**src/rtl/interval_seq_pkg.sv**
```systemverilog
// Shared definitions for the interval sequencer slice.
//   seq_state_t     : sequencer FSM state encoding (2 bits)
//   DEF_WIDTH       : default interval / trigger width
//   DEF_NUM_SLOTS   : default number of interval slots
package interval_seq_pkg;

  typedef enum logic [1:0] {
    IDLE = 2'd0,
    ARM  = 2'd1,
    RUN  = 2'd2,
    DONE = 2'd3
  } seq_state_t;

  localparam int DEF_WIDTH     = 16;
  localparam int DEF_NUM_SLOTS = 4;

endpackage

```
**src/rtl/interval_slot_table.sv**
```systemverilog
// Register file holding the interval length of each slot.
//   clk, rst : clock, asynchronous active-high reset (clears every slot)
//   we       : write enable
//   waddr    : slot written
//   wdata    : interval value written
//   raddr    : slot read
//   rdata    : combinational read of slot raddr
module interval_slot_table #(
  parameter int WIDTH     = 16,
  parameter int NUM_SLOTS = 4,
  parameter int IDX_W     = $clog2(NUM_SLOTS)
) (
  input  logic             clk,
  input  logic             rst,
  input  logic             we,
  input  logic [IDX_W-1:0] waddr,
  input  logic [WIDTH-1:0] wdata,
  input  logic [IDX_W-1:0] raddr,
  output logic [WIDTH-1:0] rdata
);

  logic [WIDTH-1:0] mem [NUM_SLOTS];

  always_ff @(posedge clk or posedge rst) begin
    if (rst) begin
      for (int i = 0; i < NUM_SLOTS; i++) mem[i] <= '0;
    end else if (we) begin
      mem[waddr] <= wdata;
    end
  end

  assign rdata = mem[raddr];

endmodule

```
**src/rtl/interval_sequencer.sv**
```systemverilog
// Steps an external up counter through a table of interval lengths,
// one interval per slot, either once or repeating.
//   clk, rst        : clock, asynchronous active-high reset
//   cfg_we/addr/data: slot table write port (ignored while busy)
//   cfg_last        : index of the last slot, latched at start
//   cfg_repeat      : wrap to slot 0 after the last slot, latched at start
//   start, stop     : begin sequence (IDLE only) / abort (any state)
//   cnt_rst, cnt_en, cnt_trigger : drive the counter
//   cnt_pulse       : counter terminal-count pulse
//   busy            : sequencer not idle
//   slot_idx        : active slot
//   slot_done       : registered one-cycle flag, a slot completed
//   seq_done        : registered one-cycle flag, the sequence completed
module interval_sequencer
  import interval_seq_pkg::*;
#(
  parameter int WIDTH     = DEF_WIDTH,
  parameter int NUM_SLOTS = DEF_NUM_SLOTS,
  parameter int IDX_W     = $clog2(NUM_SLOTS)
) (
  input  logic             clk,
  input  logic             rst,
  input  logic             cfg_we,
  input  logic [IDX_W-1:0] cfg_addr,
  input  logic [WIDTH-1:0] cfg_data,
  input  logic [IDX_W-1:0] cfg_last,
  input  logic             cfg_repeat,
  input  logic             start,
  input  logic             stop,
  output logic             cnt_rst,
  output logic             cnt_en,
  output logic [WIDTH-1:0] cnt_trigger,
  input  logic             cnt_pulse,
  output logic             busy,
  output logic [IDX_W-1:0] slot_idx,
  output logic             slot_done,
  output logic             seq_done
);

  seq_state_t       state, state_nxt;
  logic [IDX_W-1:0] slot_idx_nxt;
  logic [IDX_W-1:0] last_q, last_nxt;
  logic             rpt_q, rpt_nxt;
  logic             slot_done_nxt, seq_done_nxt;
  logic             table_we;

  // The table is frozen while a sequence runs.
  assign table_we = cfg_we && (state == IDLE);

  interval_slot_table #(
    .WIDTH    (WIDTH),
    .NUM_SLOTS(NUM_SLOTS),
    .IDX_W    (IDX_W)
  ) u_table (
    .clk  (clk),
    .rst  (rst),
    .we   (table_we),
    .waddr(cfg_addr),
    .wdata(cfg_data),
    .raddr(slot_idx),
    .rdata(cnt_trigger)
  );

  assign busy = (state != IDLE);

  always_ff @(posedge clk or posedge rst) begin
    if (rst) begin
      state     <= IDLE;
      slot_idx  <= '0;
      last_q    <= '0;
      rpt_q     <= 1'b0;
      slot_done <= 1'b0;
      seq_done  <= 1'b0;
    end else begin
      state     <= state_nxt;
      slot_idx  <= slot_idx_nxt;
      last_q    <= last_nxt;
      rpt_q     <= rpt_nxt;
      slot_done <= slot_done_nxt;
      seq_done  <= seq_done_nxt;
    end
  end

  always_comb begin
    state_nxt     = state;
    slot_idx_nxt  = slot_idx;
    last_nxt      = last_q;
    rpt_nxt       = rpt_q;
    slot_done_nxt = 1'b0;
    seq_done_nxt  = 1'b0;
    cnt_rst       = 1'b1;
    cnt_en        = 1'b0;

    case (state)
      IDLE: begin
        if (start) begin
          last_nxt     = cfg_last;
          rpt_nxt      = cfg_repeat;
          slot_idx_nxt = '0;
          state_nxt    = ARM;
        end
      end
      // Holding the counter in reset for one cycle guarantees count=0
      // when RUN begins, whatever the counter held before.
      ARM: state_nxt = RUN;
      RUN: begin
        cnt_rst = 1'b0;
        cnt_en  = 1'b1;
        // The counter self-clears on the pulse edge, and cnt_trigger
        // follows slot_idx on that same edge, so slots run back to back.
        if (cnt_pulse) begin
          slot_done_nxt = 1'b1;
          if (slot_idx != last_q) begin
            slot_idx_nxt = slot_idx + 1'b1;
          end else if (rpt_q) begin
            slot_idx_nxt = '0;
          end else begin
            state_nxt    = DONE;
            seq_done_nxt = 1'b1;
          end
        end
      end
      DONE:    state_nxt = IDLE;
      default: state_nxt = IDLE;
    endcase

    // Abort overrides every transition and suppresses both flags.
    if (stop) begin
      state_nxt     = IDLE;
      slot_idx_nxt  = '0;
      slot_done_nxt = 1'b0;
      seq_done_nxt  = 1'b0;
    end
  end

endmodule

```
**config.mk**
```make
export PLATFORM = sky130hd
export DESIGN_NAME = interval_sequencer
export DESIGN_NICKNAME = d
export VERILOG_FILES = /design/src/rtl/interval_seq_pkg.sv /design/src/rtl/interval_slot_table.sv /design/src/rtl/interval_sequencer.sv
export SDC_FILE = /design/constraint.sdc
export NUM_CORES = 1
export LEC_CHECK = 0
export ABC_AREA = 1
export CAP_MARGIN = 15
export CORE_MARGIN = 3
export CORE_UTILIZATION = 30
export DETAILED_ROUTE_END_ITERATION = 12
export PLACE_DENSITY_LB_ADDON = 0.15
export RECOVER_POWER = 100
export SLEW_MARGIN = 20
export SYNTH_ARGS = -nofsm -noshare
export SYNTH_HDL_FRONTEND = slang
export SYNTH_HIERARCHICAL = 1
export SYNTH_SLANG_ARGS = --single-unit
export TNS_END_PERCENT = 100
```
**constraint.sdc**
```tcl
create_clock -name clk -period 2.1 [get_ports clk]
set_input_delay 0.315 -clock clk [delete_from_list [all_inputs] [get_ports clk]]
set_output_delay 0.315 -clock clk [all_outputs]
set_load 0.01 [all_outputs]
```
==> results.cfg <==
[global_route]
antenna_found_initial = 0
first_global_vias = 3664
grt_start_max_net_pins = 65
grtUsageTotal_pct = 15.85
grt_pass1_wl_um = 18290
grt_overflow_total = 0

[clocking]
max-clock-path-buffers = 2
tritoncts = done
tritoncts.num_buffers = 9
clock_tree.root_cell = sky130_fd_sc_hd__clkbuf_16
worst_skew_pair_later_pin_latency_ns = 0.33
cts.sink_count = 73
htree_num_levels = 3
cts.reportedPaths.clkPinSlew_ns = 0.06

[floorplanning]
core_area_sq_um = 12770
die-width_um = 121.1
rows = 41
die_y_um = 121.1
full_die_area_sq_um = 14670
io_pins = 50
floorplan.initialDensity_pct = 31.13

[synth]
synth.avg_cell_area_sq_um = 7.323
syn-instance-count = 543
synthTopCellsByArea = sky130_fd_sc_hd__dfrtp_1 (46%), sky130_fd_sc_hd__nand2_1 (20%), sky130_fd_sc_hd__inv_1 (9.2%), sky130_fd_sc_hd__nand3_1 (6.4%), sky130_fd_sc_hd__nand4_1 (5.5%)
netlist_area_before_placement_sq_um = 3976
netlist_top_cells_count = sky130_fd_sc_hd__nand2_1 (212), sky130_fd_sc_hd__inv_1 (97), sky130_fd_sc_hd__dfrtp_1 (73)
synth-seq-area-share_pct = 45.94
syn-num-nets = 572
synth_top_cell_area_share_pct = 45.94
ys_types = 21
most_used_flip_flop_cell_after_synthesis = sky130_fd_sc_hd__dfrtp_1
synth_largest_area_cell = sky130_fd_sc_hd__dfrtp_1
yosys_warnings = 6
synthArstFlopShare_pct = 100.0
number_of_flops_mapped_to_enable_cells_by_yosys = 0
most_common_cell_in_the_synthesized_netlist = sky130_fd_sc_hd__nand2_1
ys_ff_latch = 73

[setup_path]
endpoint_kind = output pin
r2r-start = state[0]
worstRegToRegCells = 7
critical_path.startpoint_type = flop
crit_arrival_ns = 1.70
worst-endpoint-required_ns = 1.78
path_max_fanout = 12
setup.reg_to_reg.worst_slack_ns = 0.20
worstReg2RegEnd = u_table/mem[48]
setup.worst_path.class = flop to output pin

[cells_and_area]
diodes = 0
postLayoutCoreUtil_pct = 38.85
syn2layout_area_growth_pct = 24.80
fin_nets = 631
layout-drive-gt1-share_pct = 9.061

[sta]
finalHoldViolations = 0
timing.final.max_slew_violations = 0
grt_setup_unrepaired = no
post_layout_min_period_ns = 2.019
final_count_of_negative_setup_slack_endpoints = 0
achievable-frequency_mhz = 495.3
setup_total_negative_slack_ns = 0
timing.final.crit_share_pct = 96.14
worst_slew_pin_slew_ns = 0.9349
clock_skew_ns = 0.002794
relSlewSlack_pct = 37.67

[route]
routed_wirelength_um = 10680
routed-via-count = 3558
vias_per_cell = 4.567
first_pass_iteration_count_of_the_detailed_router = 4
drc = 0
antenna_left = 0
detailedRoute.firstIterationViolations = 286
detail_route.wl_per_cell_um = 13.71

[power_and_ir_drop]
power_density_nw_per_um2 = 1320
power_w = 0.006548
ir_drop_v = 0.0004261
cellLeakagePower_nw = 2.766

[run]
cap_violations = 0

[outcome]
outcome = complete, no violations

[place]
gp_congestion = 0.8072
post_dp_hpwl_um = 7425
port_buffers = 49

[hold_path]
hold_path.class = input pin to asynchronous set/reset pin
## cell type report
type                            instances  area, sq um
Fill cell                            1344         7811
Clock inverter                          2        35.03
Tap cell                              172        215.2
Clock buffer                           14        274.0
Timing Repair Buffer                   77        713.2
Multi-Input combinational cell        342         1524
Sequential cell                        73         1829
Inverter                               99        371.6
## kinds of logic (layout without fill, tap and decap cells)
| family | count (synthesis) | count (layout) | synth area share, % |
|---|---|---|---|
| AND/OR/NAND/NOR | 320 | 320 | 36.00 |
| AO/OA/AOI/OAI | 19 | 19 | 2.958 |
| XOR/XNOR | 1 | 1 | 0.2203 |
| flip-flops | 73 | 73 | 45.94 |
| buffers and inverters | 128 | 192 | 14.25 |
| adder cells (fa/ha/maj) | 2 | 2 | 0.6292 |
## flip-flops by register name (all words and copies together), names as in the netlist
signal and count:
state 2, slot_idx 2, last_q 2, seq_done 1, rpt_q 1, u_table/mem 64, slot_done 1
## layer usage
metal | track usage, % | wire length (um)
met1 | 20.82 | 5058
met2 | 25.15 | 4906
met3 | 3.124 | 452
met4 | 7.295 | 260
met5 | 0 | 0
## critical path, cell delays in order (launching register included)
cell,delay [ns]
sky130_fd_sc_hd__dfrtp_2,0.41
sky130_fd_sc_hd__inv_2,0.08
sky130_fd_sc_hd__buf_8,0.15
sky130_fd_sc_hd__nand2_1,0.07
sky130_fd_sc_hd__nand3_1,0.07
sky130_fd_sc_hd__nand2_1,0.06
sky130_fd_sc_hd__clkdlybuf4s50_1,0.53
## timing repair
item | 4_1_cts | 5_1_grt
gates resized for setup | 10 | 13
setup endpoints to repair | 16 | 12
buffers inserted | 0 | 2
hold buffers | 0 | 0
## power by group
part,total (W),internal (W),leakage [nW],switching (W)
Combinational,0.00254,0.00109,1.70,0.00145
Sequential,0.00241,0.00206,0.908,0.000357
Clock,0.00159,0.00102,0.153,0.000576
## per-stage QoR
step	worst slack, ns	cells	hold slack, ns	area, sq um
2_1_floorplan	0.1869	543	0.1429	3976
3_3_place_gp	0.2417	761	0.4533	4695
3_5_place_dp	0.2408	761	0.4580	4695
4_1_cts	0.001423	777	0.3230	5012
5_1_grt	0.008512	779	0.4695	4962
6_report	0.08106	779	0.4282	4962
## how the worst max path moves through the flow
stage | startpoint | to | slack (ns) | cells after the start
6_report | slot_idx[0] | cnt_trigger[4] | 0.08 | 6
5_1_grt | slot_idx[0] | cnt_trigger[4] | 0.009 | 6
4_1_cts | slot_idx[1] | cnt_trigger[12] | 0.001 | 5
3_5_place_dp | slot_idx[0] | cnt_trigger[13] | 0.24 | 6
3_3_place_gp | slot_idx[0] | cnt_trigger[13] | 0.24 | 6
2_1_floorplan | rst | u_table/mem[0] | 0.19 | 1
## cell usage in the layout (no fill, tap or decap), drive strengths merged, types with 3 or more instances in the layout
cell type / n
nor2: 14
nand2: 216
clkdlybuf4s50: 30
dlymetal6s4s: 4
buf: 23
o21ai: 16
clkdlybuf4s25: 6
dlygate4sd3: 4
dlygate4sd2: 4
inv: 98
nand4: 35
clkbuf: 19
nand3: 54
dfrtp: 73
a21oi: 3
Note: power is estimated with default switching activity, not from simulation.
